==> config.mk <==
export PLATFORM = sky130hd
export DESIGN_NAME = param_reg_reader
export DESIGN_NICKNAME = d
export VERILOG_FILES = /design/src/rtl/param_reg_reader.sv
export SDC_FILE = /design/constraint.sdc
export NUM_CORES = 1
export LEC_CHECK = 0
export BUFFER_PORTS_ARGS = -buffer_cell sky130_fd_sc_hd__buf_2
export CAP_MARGIN = 40
export CORE_ASPECT_RATIO = 0.8
export CORE_UTILIZATION = 60
export CTS_BUF_LIST = sky130_fd_sc_hd__clkbuf_4 sky130_fd_sc_hd__clkbuf_8
export CTS_CLUSTER_DIAMETER = 120
export DETAILED_ROUTE_END_ITERATION = 8
export PLACE_DENSITY = 0.81
export SLEW_MARGIN = 20
export SYNTH_ARGS = -nofsm -noshare
export SYNTH_HDL_FRONTEND = slang
export SYNTH_SLANG_ARGS = --single-unit
==> constraint.sdc <==
create_clock -name clk -period 13.2 [get_ports clk]
set_input_delay 1.98 -clock clk [delete_from_list [all_inputs] [get_ports clk]]
set_output_delay 1.98 -clock clk [all_outputs]
set_load 0.03 [all_outputs]
==> src/rtl/param_reg_reader.sv <==
// param_reg_reader: bank of N registers with parameter-driven reset values,
// dumped in index order over a valid/ready stream after a start pulse.
// Ports: clk, rst (async, active-high); write port wr_en/wr_idx/wr_data;
//   start; stream out_valid/out_ready/out_data/out_idx/out_last;
//   status busy, err (sticky, cleared by reset only).
// Optional: define PARAM_REG_READER_PARITY_EN to add out_par (even parity
//   of out_data) and to drop odd-parity writes, which also sets err.
module param_reg_reader #(
  parameter int N    = 4,
  parameter int W    = 32,
  parameter int K    = 9001,
  parameter int STEP = 1
) (
  input  logic                 clk,
  input  logic                 rst,
  input  logic                 wr_en,
  input  logic [$clog2(N)-1:0] wr_idx,
  input  logic [W-1:0]         wr_data,
  input  logic                 start,
  output logic                 out_valid,
  input  logic                 out_ready,
  output logic [W-1:0]         out_data,
  output logic [$clog2(N)-1:0] out_idx,
  output logic                 out_last,
  output logic                 busy,
  output logic                 err
`ifdef PARAM_REG_READER_PARITY_EN
  ,
  output logic                 out_par
`endif
);

  localparam int IW = $clog2(N);

  typedef enum logic [1:0] {
    S_IDLE,
    S_LOAD,
    S_SEND
  } state_t;

  state_t         r_state;
  state_t         w_state_n;
  logic [W-1:0]   r_mem [N];
  logic [IW-1:0]  r_ptr;
  logic           r_valid;
  logic [W-1:0]   r_data;
  logic [IW-1:0]  r_idx;
  logic           r_busy;
  logic           r_err;
  logic           w_load;
  logic           w_hs;
  logic           w_ptr_last;
  logic           w_wr_ok;
  logic           w_wr_bad;

  assign w_ptr_last = (int'(r_ptr) == N - 1);

`ifdef PARAM_REG_READER_PARITY_EN
  logic r_par;
  assign w_wr_bad = wr_en & (^wr_data);
  assign out_par  = r_par;
`else
  assign w_wr_bad = 1'b0;
`endif

  // Out-of-range indices never reach the array.
  assign w_wr_ok = wr_en & (int'(wr_idx) < N) & ~w_wr_bad;

  always_comb begin
    w_state_n = r_state;
    w_load    = 1'b0;
    w_hs      = 1'b0;
    unique case (r_state)
      S_IDLE: begin
        if (start) w_state_n = S_LOAD;
      end
      S_LOAD: begin
        w_load    = 1'b1;
        w_state_n = S_SEND;
      end
      S_SEND: begin
        if (r_valid && out_ready) begin
          w_hs      = 1'b1;
          w_state_n = w_ptr_last ? S_IDLE : S_LOAD;
        end
      end
      default: w_state_n = S_IDLE;
    endcase
  end

  always_ff @(posedge clk or posedge rst) begin
    if (rst) begin
      r_state <= S_IDLE;
      for (int i = 0; i < N; i++) begin
        r_mem[i] <= W'(K) + W'(i) * W'(STEP);
      end
      r_ptr   <= '0;
      r_valid <= 1'b0;
      r_data  <= '0;
      r_idx   <= '0;
      r_busy  <= 1'b0;
      r_err   <= 1'b0;
`ifdef PARAM_REG_READER_PARITY_EN
      r_par   <= 1'b0;
`endif
    end else begin
      r_state <= w_state_n;
      // Same-index write and LOAD: LOAD reads the pre-edge value.
      if (w_wr_ok) r_mem[wr_idx] <= wr_data;
      if ((start && r_busy) || w_wr_bad) r_err <= 1'b1;
      if (r_state == S_IDLE && start) begin
        r_busy <= 1'b1;
        r_ptr  <= '0;
      end
      if (w_load) begin
        r_data  <= r_mem[r_ptr];
        r_idx   <= r_ptr;
        r_valid <= 1'b1;
`ifdef PARAM_REG_READER_PARITY_EN
        r_par   <= ^r_mem[r_ptr];
`endif
      end
      if (w_hs) begin
        r_valid <= 1'b0;
        if (w_ptr_last) r_busy <= 1'b0;
        else            r_ptr  <= r_ptr + 1'b1;
      end
    end
  end

  assign out_valid = r_valid;
  assign out_data  = r_data;
  assign out_idx   = r_idx;
  assign out_last  = r_valid & (int'(r_idx) == N - 1);
  assign busy      = r_busy;
  assign err       = r_err;

endmodule
* Word level (Yosys, flattened, before mapping)
Index checks and enable logic that the tools add are counted.
Storage, ports and cells: logic and storage cells 52, input port bits 39, output and inout bits 38, bits in registers 169
Operators by class: reduce and logical (&&, ||, !) cells 7, mux-type cells 21, bitwise operators 3, add/subtract/negate cells 1, equality and inequality tests 6, order comparisons 3
Operators by type and width (count):
- 128-bit bitwise mux | 1
- 32-bit 2-to-1 mux | 3
- 32-bit binary-select mux with 2-bit select | 1
- 32-bit demux with 2-bit select | 1
- 2-bit 2-to-1 mux | 5
- 1-bit 2-to-1 mux | 9
- 2-bit by 1-bit equality test with 1-bit output, second input constant | 3
- 3-bit greater-or-equal comparator, second input constant | 2
- 2-bit NOT with 3-bit output | 2
- 2-bit one-hot mux with 3 select lines | 1
- 1-bit logical AND | 4
- 2-bit != test, second input constant | 2
- 3-bit by 1-bit less-than comparator with 1-bit output, second input constant | 1
- 2-bit by 1-bit adder with 2-bit output, second input constant | 1
- 2-bit equality test, second input constant | 1
- 2-bit logical NOT | 1
- 2-bit AND reduction | 1
- 2-bit nonzero test | 1
- 1-bit AND | 1

* Logic depth before layout (Yosys ltp)
Gate-level depths: netlist of run 1.
depth in word-level cells 6, mapped depth 6, gate-level depth less buffers 4

* Worst setup path after synthesis of run 1
OpenSTA, ideal clock, no wires.
path kind in2reg, from input wr_idx[1], to register r_mem[100] (netlist bit), required time 13075 ps, arrival time 2836 ps, path buffers 1, stages on the path 3, slack 10239 ps, cells stage by stage nor3b_2 buf_2 mux2_2
Between the ends: longest elaborated chain between the ends 6
Ends and longest elaborated chain:
- from (decl) | line 17 | input logic [$clog2(N)-1:0] wr_idx,
- 2-bit NOT with 3-bit output (implied by the code) * | line 109 | if (w_wr_ok) r_mem[wr_idx] <= wr_data;
- 3-bit greater-or-equal comparator (implied by the code) / 3-bit by 1-bit less-than comparator with 1-bit output (equally long branches) | line 109
- 1-bit logical AND (implied by the code) | line 109
- 32-bit 2-to-1 mux (implied by the code) | line 109
- 32-bit demux with 2-bit select * | line 109
- 128-bit bitwise mux * | line 109
- to (signal, indexed assignment) | line 95 | r_mem[i] <= W'(K) + W'(i) * W'(STEP);
- to (signal, indexed assignment) | line 109
- to (decl) | line 43 | logic [W-1:0] r_mem [N];
Every way passes the cells marked *; elsewhere a longest branch is shown, timed or not. A chain may end at the register's enable or synchronous reset.

* Worst setup path in the final report of run 1
from register r_valid, in the netlist out_valid, to output out_last
Between the ends: longest elaborated chain between the ends 1
Ends and longest elaborated chain:
- from (decl) | line 45 | logic r_valid;
- from (signal assigned) | line 98 | r_valid <= 1'b0;
- from (signal assigned) | line 118 | r_valid <= 1'b1;
- from (signal assigned) | line 124 | r_valid <= 1'b0;
- 1-bit AND | line 134 | assign out_last = r_valid & (int'(r_idx) == N - 1);
- to (decl) | line 24 | output logic out_last,
Every way passes these cells.

==> results of run 1 <==
-- metal layers --
layer,wire length (um),GRT usage,vias up
li1,-,-,1945
met1,6270,0.314,2146
met2,6680,0.389,80
met3,624,0.0594,8
met4,84,0.0722,0
met5,0,0,-
-- kinds of logic after synthesis --
logic type,after synthesis,share of synthesized area
and+or+nand+nor,52,0.0328
DFF,169,0.582
buffers and inverters,35,0.0258
AOI/OAI and AO/OA,39,0.0690
adders and majority gates,1,0.00171
muxes,195,0.289
-- power groups by stage --
stage,clock network [mW],logic [mW],registers [mW]
after floorplan,0,0.345,0.825
after global placement,0,0.537,0.745
after detailed placement,0,0.576,0.753
after CTS,0.331,0.579,0.744
after global routing,0.355,0.614,0.762
final,0.324,0.573,0.745
-- synth_stat cells (all sizes together) --
cell type / n / area (sq um)
a21o: 1 / 7.51
a21oi: 3 / 15.0
and2: 1 / 6.26
and3: 1 / 6.26
buf: 27 / 159
clkbuf: 4 / 15.0
dfrtp: 144 / 3600
dfstp: 25 / 657
ha: 1 / 12.5
inv: 4 / 15.0
mux2: 129 / 1450
mux2i: 66 / 661
nand2: 37 / 139
nand2b: 4 / 25.0
nand3: 1 / 5.00
nand3b: 3 / 22.5
nor2: 1 / 3.75
nor3: 1 / 5.00
nor3b: 1 / 12.5
o21ai: 3 / 15.0
o221ai: 32 / 468
or2: 1 / 6.26
or3b: 1 / 8.76
-- placed cells by master, fill, tap and decap left out, types with 2 or more instances in the layout --
cell	count
nand2b_1	3
clkinv_2	5
a21oi_1	3
nand2_1	37
mux2_2	129
nand3b_1	3
dfrtp_1	143
o221ai_2	30
o21ai_0	3
dfstp_2	25
clkinvlp_4	2
o221ai_1	2
clkbuf_8	19
mux2i_1	66
buf_4	6
buf_16	5
buf_2	76
inv_1	3
clkbuf_4	5
-- worst paths after layout --
kind / end / cells past startpoint / start
setup / recovery: out_last / 2 / out_valid
hold / removal: err / 1 / err
max in group asynchronous: out_data[30] / 4 / rst
hold reg to reg: err / 1 / err
setup reg to reg: out_data[31] / 5 / r_state[1]
min in group asynchronous: busy / 2 / rst
-- metrics by stage --
stage	power (mW)	setup slack [ns]	util
after global placement	1.28	9.50	0.665
after detailed placement	1.33	9.82	0.677
final	1.64	10.03	0.707
after floorplan	1.17	6.69	-
after global routing	1.73	9.91	0.707
after CTS	1.66	10.0	0.707
-- registers in the layout, indices dropped and copies added, names as in the netlist --
signal	flops
out_data	32
r_state	2
r_mem	128
out_valid	1
err	1
r_ptr	2
busy	1
out_idx	2
-- worst max-delay path: cells and delay by family, from the launching register on --
| kind | cells | cell delay [ns] |
|---|---|---|
| AND/OR/NAND/NOR | 1 | 0.16 |
| flip-flops | 1 | 0.41 |
| buffers and inverters | 1 | 0.18 |
-- cell type report --
type                    count  share of cell area
clock buffers              24              0.0362
repair buffers             87              0.0681
clock inverters             8             0.00590
flip-flops and latches    169               0.516
well taps                 148              0.0224
inverters                   4             0.00242
multi-input cells         287               0.349
==> results_dict.tcl, run 1 <==
set metrics [dict create \
    rows 35 \
    instances_no_fill 727 \
    yosysSeqAreaShare 0.582 \
    grt_pass1_wl_um 22600 \
    insertedDiodeCount 0 \
    skew_ns 0.0113 \
    grt_max_degree 86 \
    io_pins 77 \
    slew_headroom 0.503 \
    route.final.wire_length_um 13700 \
    numCtsBuffers 17 \
    ys_seq_elements 169 \
    crit_slowest_cell "dfrtp_1" \
    pwr-share-clk 0.197 \
    overflow 0 \
    tns_ns 0 \
    die_w_um 125 \
    path_clk_slew_ns 0.08 \
    end_kind "output port" \
    portBuffers 76 \
    p_int_mw 1.05 \
    dieArea_sq_um 12600 \
    regArea_sq_um 4260 \
    postCtsSetupRepairBufs 0 \
    firstDrtPassIters 6 \
    fmax_ghz 0.315 \
    core_sq_um 11700 \
    vdd_ir_drop_max_uv 122 \
    htree_num_levels 4 \
    rsz0062_at_grt "no" \
    drc 5 \
    postPlaceCellArea_sq_um 7920 \
    pwr-share-seq 0.454 \
    setup.worst_path.start_class "flop" \
    globalplace.congestion 0.725 \
    period_share 0.240 \
    path_class "flop to output port" \
    finalSetupViolCount 0 \
    die_h_um 101 \
    antenna_left 0 \
    drive_above_1_share 0.535 \
    ys_warn_count 0 \
    track_usage 0.237 \
    tightestPinTransition_ns 0.745 \
    postCtsHoldBufs 0 \
    whs_ns 0.457 \
    hold_path_class "flop to flop" \
    ys_types 26 \
    via_per_inst 5.75 \
    insertion_delay_ns 0.44 \
    cp_max_fo 6 \
    p_sw_frac 0.358 \
    cts_tree "yes" \
    syn_to_final_growth_pct 12.9 \
    path_cells "and3_1, buf_2" \
    combPwrFrac 0.349 \
    postCtsResizedCells 0 \
    nets 606 \
    multi_input_area_sq_um 2890 \
    cts_root_buffer "clkbuf_8" \
    leakagePower_nw 3.51 \
    maxSlewViolCount 0 \
    clock_tree.buffer_depth 2 \
    power_density_nw_per_um2 199 \
    cp.required_ns 11.22 \
    syn-cell-area_sq_um 7320 \
    ff2ff_setup_slack_ns 10.97 \
    hold_viol 0 \
    cp.arrival_ns 1.19 \
    antenna_found_initial 0 \
    layout_min_cycle_time_ns 3.17 \
    violations "DRC" \
    fillCellCount 756 \
    place_inst 695 \
    cts_num_sinks 169 \
    cap_viol_max_count 0 \
    p_switching_mw 0.588 \
    status "finished, violations left" \
    cpPeakStageDelay_ns 0.41 \
    syn-num-nets 531 \
    drt_iter0_drc 224 \
    synth.avg_cell_area_sq_um 14.9 \
    syn-instance-count 491 \
    vias 4179 \
    grt_pass1_vias 4422 \
    wl_per_cell_um 18.8 \
    post-route-cell-area_sq_um 8270 \
    dp_hpwl_um 8440 \
    floorplan.initialDensity 0.626 \
]
Note: power is estimated with default switching activity, not from simulation.
==> run 2, diff against run 1 <==
- CORE_UTILIZATION: 60 -> 55
- PLACE_DENSITY: 0.81 -> 0.78
- clock period: 13.2 -> 2.8 ns (I/O delays scaled with it)
==> run 2 against run 1 <==
  * The flow now finishes without violations
  * Combinational power rose to 4.5 times the previous value
  * Sequential share of layout area down 0.22 points
  * Setup slack worse by 9.1 ns
  * Global-route usage down 0.41 points
  * Worst hold slack worse by 0.25 ns
  * Count of clock-buffer cells in the layout fell by 4
  * Die area grew 8.9%
  * Final area up 0.42%
  * Sequential cell count unchanged
  * Register-to-register slack worse by 10 ns
  * Cell count rose by 4.1%
  * Critical endpoint is now out_data[6]
==> results_dict.tcl, run 2 (synthesis gave the netlist of run 1 again) <==
set metrics [dict create \
    dieArea_sq_um 13800 \
    antenna_left 0 \
    hold_viol 0 \
    ff2ff_setup_slack_ns 0.89 \
    whs_ns 0.202 \
    cap_viol_max_count 0 \
    track_usage 0.233 \
    finalWorstSetupSlack_ns 0.893 \
    drive_above_1_share 0.534 \
    htree_num_levels 4 \
    portBuffers 76 \
    grt_util_met2 0.358 \
    rr_worst_depth 3 \
    leakagePower_nw 3.50 \
    dp_hpwl_um 8990 \
    vdd_ir_drop_max_uv 678 \
    final_cell_mix "dfrtp_1, mux2_2, buf_2, mux2i_1, nand2_1" \
    via_per_inst 5.58 \
    largest_register_ffs 128 \
    rr_endpoint "out_data[6]" \
    rows 37 \
    power_density_nw_per_um2 928 \
    layout_min_cycle_time_ns 1.91 \
    cts_num_sinks 169 \
    io_pins 77 \
    tns_ns 0 \
    fillCellCount 961 \
    top_usage_layer "met2" \
    die_h_um 105 \
    hold_path_class "primary input to flop" \
    p_total_mw 7.70 \
    cp.required_ns 3.11 \
    floorplan.initialDensity 0.567 \
    holdPathEnd "err" \
    insertedDiodeCount 0 \
    numCtsBuffers 17 \
    met1_usage 0.320 \
    path_class "flop to flop" \
    rsz0062_at_grt "no" \
    finalSetupViolCount 0 \
    fmax_ghz 0.524 \
    path_clk_slew_ns 0.08 \
    route.final.wire_length_um 14400 \
    hold_path_depth 2 \
    grt_pass1_vias 4519 \
    globalplace.congestion 0.736 \
    grt_pass1_wl_um 23500 \
    cts_root_buffer "clkbuf_8" \
    nets 611 \
    end_kind "flop" \
    grt_max_degree 93 \
    cp_max_fo 42 \
    drc 0 \
    die_w_um 131 \
    slew_headroom 0.489 \
    status "complete, no violations" \
    multi_input_area_sq_um 2890 \
    cts_tree "yes" \
    syn_to_final_growth_pct 13.4 \
    min_from "start" \
    postCtsSetupRepairBufs 0 \
    core_sq_um 12900 \
    vias 4225 \
    firstDrtPassIters 4 \
    pre_cts_ws_ns 0.912 \
    tightestPinTransition_ns 0.766 \
    setup.worst_path.start_class "flop" \
    wl_per_cell_um 19.0 \
    cp.arrival_ns 2.21 \
    final_common_cell "dfrtp_1" \
    clock_tree.buffer_depth 2 \
    regArea_sq_um 4260 \
    top_register "r_mem" \
    period_share 0.681 \
    drt_iter0_drc 205 \
    grt_use_met3 0.0661 \
    antenna_found_initial 1 \
    skew_ns 0.0103 \
    r2r-start "r_ptr[1]" \
    maxSlewViolCount 0 \
    insertion_delay_ns 0.45 \
    overflow 0 \
]
## run 2: worst max-delay path by stage
stage                   end  cells past startpoint  slack [ns]     start
3_3_place_gp   out_data[31]                      3        0.97  r_ptr[1]
5_1_grt         out_data[6]                      3        0.79  r_ptr[1]
2_1_floorplan          busy                      1        0.25       rst
4_1_cts         out_data[6]                      3        0.90  r_ptr[1]
6_report        out_data[6]                      3        0.89  r_ptr[1]
3_5_place_dp    out_data[6]                      3        0.91  r_ptr[1]
## run 2: power breakdown
part	leakage, nW	switching, mW	internal, mW	total, mW
registers	1.99	0.477	3.11	3.59
clock network	0.181	0.822	0.735	1.56
logic	1.33	1.46	1.09	2.55
## run 2: worst max-delay path, cell delays in order (launching register included)
cell	delay [ns]
dfrtp_4	0.94
buf_4	0.40
mux2i_1	0.28
o221ai_2	0.13
## run 2: area by class of cell
class	instances	share of cell area
Sequential cell	169	0.514
Multi-Input combinational cell	287	0.348
Timing Repair Buffer	92	0.0681
Clock buffer	20	0.0324
Tap cell	175	0.0264
Clock inverter	10	0.00950
Inverter	4	0.00226
## run 2: metal layers
| layer | part of all wire | vias up |
|---|---|---|
| li1 | - | 1948 |
| met1 | 0.47 | 2199 |
| met2 | 0.48 | 66 |
| met3 | 0.041 | 10 |
| met4 | 0.0070 | 2 |
| met5 | 0.00070 | - |
## run 2: metrics by stage
step,std cells,area [sq um],utilization
after floorplan,491,7320,-
after global placement,726,7940,0.615
after detailed placement,726,7940,0.615
after CTS,757,8300,0.643
after global routing,757,8300,0.643
final,757,8300,0.643
## run 2: what timing repair did
action,4_1_cts,5_1_grt
hold endpoints to repair,3,0
resized for setup,0,0
hold buffers,1,0
==> run 3, diff against run 2 <==
- CORE_UTILIZATION: 55 -> 60
- PLACE_DENSITY: 0.78 -> 0.81
- clock period: 2.8 -> 1.92 ns (I/O delays scaled with it)
==> run 3 against run 2 <==
  * The flow now finishes with violations (DRC)
  * Critical path depth up 1
  * Global-route usage is 1.0 points higher
  * Register-to-register slack lost 0.52 ns
  * Sequential share of layout area is 0.57 points lower
  * Sequential cell count is the same
  * Setup slack got worse by 0.52 ns
  * Sequential power grew 42%
  * Worst hold slack lost 0.13 ns
  * Wire length decreased by 2.0%
  * Count of clock-buffer cells in the layout stayed put
==> results_dict.tcl, run 3 (synthesis gave the netlist of run 1 again) <==
set metrics [dict create \
    top_usage_layer "met2" \
    firstDrtPassIters 6 \
    cpPeakStageDelay_ns 0.43 \
    drc 4 \
    p_sw_frac 0.348 \
    die_w_um 125 \
    tns_ns 0 \
    cp.arrival_ns 1.91 \
    dieArea_sq_um 12600 \
    vdd_ir_drop_max_uv 1030 \
    p_int_mw 7.65 \
    period_share 0.807 \
    postCtsResizedCells 0 \
    r2r-start "r_state[1]" \
    cap_viol_max_count 0 \
    postCtsSetupRepairBufs 0 \
    rsz0062_at_grt "no" \
    rows 35 \
    clock_tree.buffer_depth 2 \
    antenna_found_initial 0 \
    tightestPinTransition_ns 0.468 \
    via_per_inst 5.86 \
    top_register "r_mem" \
    hold_viol 0 \
    finalSetupViolCount 0 \
    p_switching_mw 4.09 \
    power_density_nw_per_um2 1400 \
    post-route-cell-area_sq_um 8390 \
    grt_pass1_vias 4389 \
    io_pins 77 \
    cts_tree "yes" \
    min_from "start" \
    floorplan.initialDensity 0.626 \
    numCtsBuffers 17 \
    finalWorstSetupSlack_ns 0.371 \
    path_class "flop to flop" \
    crit_path_start "r_state[1]" \
    overflow 0 \
    wl_per_cell_um 19.3 \
    pre_cts_ws_ns 0.373 \
    portBuffers 76 \
    core_sq_um 11700 \
    leakagePower_nw 3.55 \
    fmax_ghz 0.646 \
    cts_num_sinks 169 \
    path_cells "nand2b_2, or2_2, buf_12, o221ai_1" \
    fillCellCount 762 \
    insertion_delay_ns 0.45 \
    path_clk_slew_ns 0.09 \
    grt_max_degree 72 \
    globalplace.congestion 0.726 \
    route.final.wire_length_um 14100 \
    skew_ns 0.00923 \
    crit_slowest_cell "dfrtp_1" \
    vias 4281 \
    path_buf_inv 1 \
    grt_util_met2 0.400 \
    final_cell_mix "dfrtp_1, mux2_2, buf_2, mux2i_1, nand2_1" \
    cp_top_family "simple AND/OR/NAND/NOR gates" \
    drive_above_1_share 0.537 \
    largest_register_ffs 128 \
    pwr-share-seq 0.434 \
    final_common_cell "dfrtp_1" \
    status "finished, violations left" \
    die_h_um 101 \
    hold_path_class "primary input to flop" \
    cp.required_ns 2.28 \
    insertedDiodeCount 0 \
    met1_usage 0.325 \
    dp_hpwl_um 8710 \
    cp_max_fo 16 \
    setup.worst_path.start_class "flop" \
    nets 610 \
    combPwrFrac 0.336 \
    syn_to_final_growth_pct 14.6 \
    drt_iter0_drc 167 \
    slew_headroom 0.685 \
    htree_num_levels 4 \
    grt_pass1_wl_um 23100 \
    track_usage 0.243 \
    end_kind "flop" \
    grt_use_met3 0.0536 \
    violations "DRC" \
    cts_root_buffer "clkbuf_8" \
    postPlaceCellArea_sq_um 7950 \
    maxSlewViolCount 0 \
    layout_min_cycle_time_ns 1.55 \
    pwr-share-clk 0.230 \
    p_total_mw 11.7 \
    antenna_left 0 \
]
run 3: what timing repair did:
action                                  4_1_cts  5_1_grt
endpoints found under the hold margin        91        0
endpoints found under the setup margin        0        0
hold buffers                                  1        0
run 3: power by group through the flow:
stage                     logic, mW  registers [mW]  clock network (mW)
after floorplan                2.37            5.68                   0
after global placement         3.85            5.09                   0
after detailed placement       3.96            5.15                   0
after CTS                      3.99            5.09                2.76
after global routing           4.25            5.20                2.92
final                          3.94            5.10                2.70
run 3: area by class of cell:
cell class              instances  area [sq um]  share of cell area
inverters                       4          18.8             0.00224
flip-flops and latches        169          4260               0.508
clock buffers                  20           256              0.0306
well taps                     148           185              0.0221
clock inverters                12           175              0.0209
multi-input cells             287          2890               0.344
repair buffers                 91           608              0.0725
run 3: worst paths after layout:
path / cells past startpoint / slack, ns / to
max in group asynchronous: 4 / 1.05 / r_mem[45]
max reg2reg: 4 / 0.37 / out_data[31]
min: 2 / 0.07 / err
min reg2reg: 1 / 0.46 / err
max: 4 / 0.37 / out_data[31]
min in group asynchronous: 4 / 0.50 / r_mem[92]
run 3: per-layer routing:
metal  up-vias  wire length, um
met5         -                0
met4         0              137
met3        14              455
met2        79             6950
met1      2237             6540
li1       1951                -
run 3: through the flow:
| stage | hold slack, ns | util | std cells |
|---|---|---|---|
| 2_1_floorplan | 0.405 | - | 491 |
| 3_3_place_gp | 0.432 | 0.680 | 698 |
| 3_5_place_dp | 0.445 | 0.680 | 698 |
| 4_1_cts | 0.0507 | 0.718 | 731 |
| 5_1_grt | 0.0538 | 0.718 | 731 |
| 6_report | 0.0727 | 0.718 | 731 |
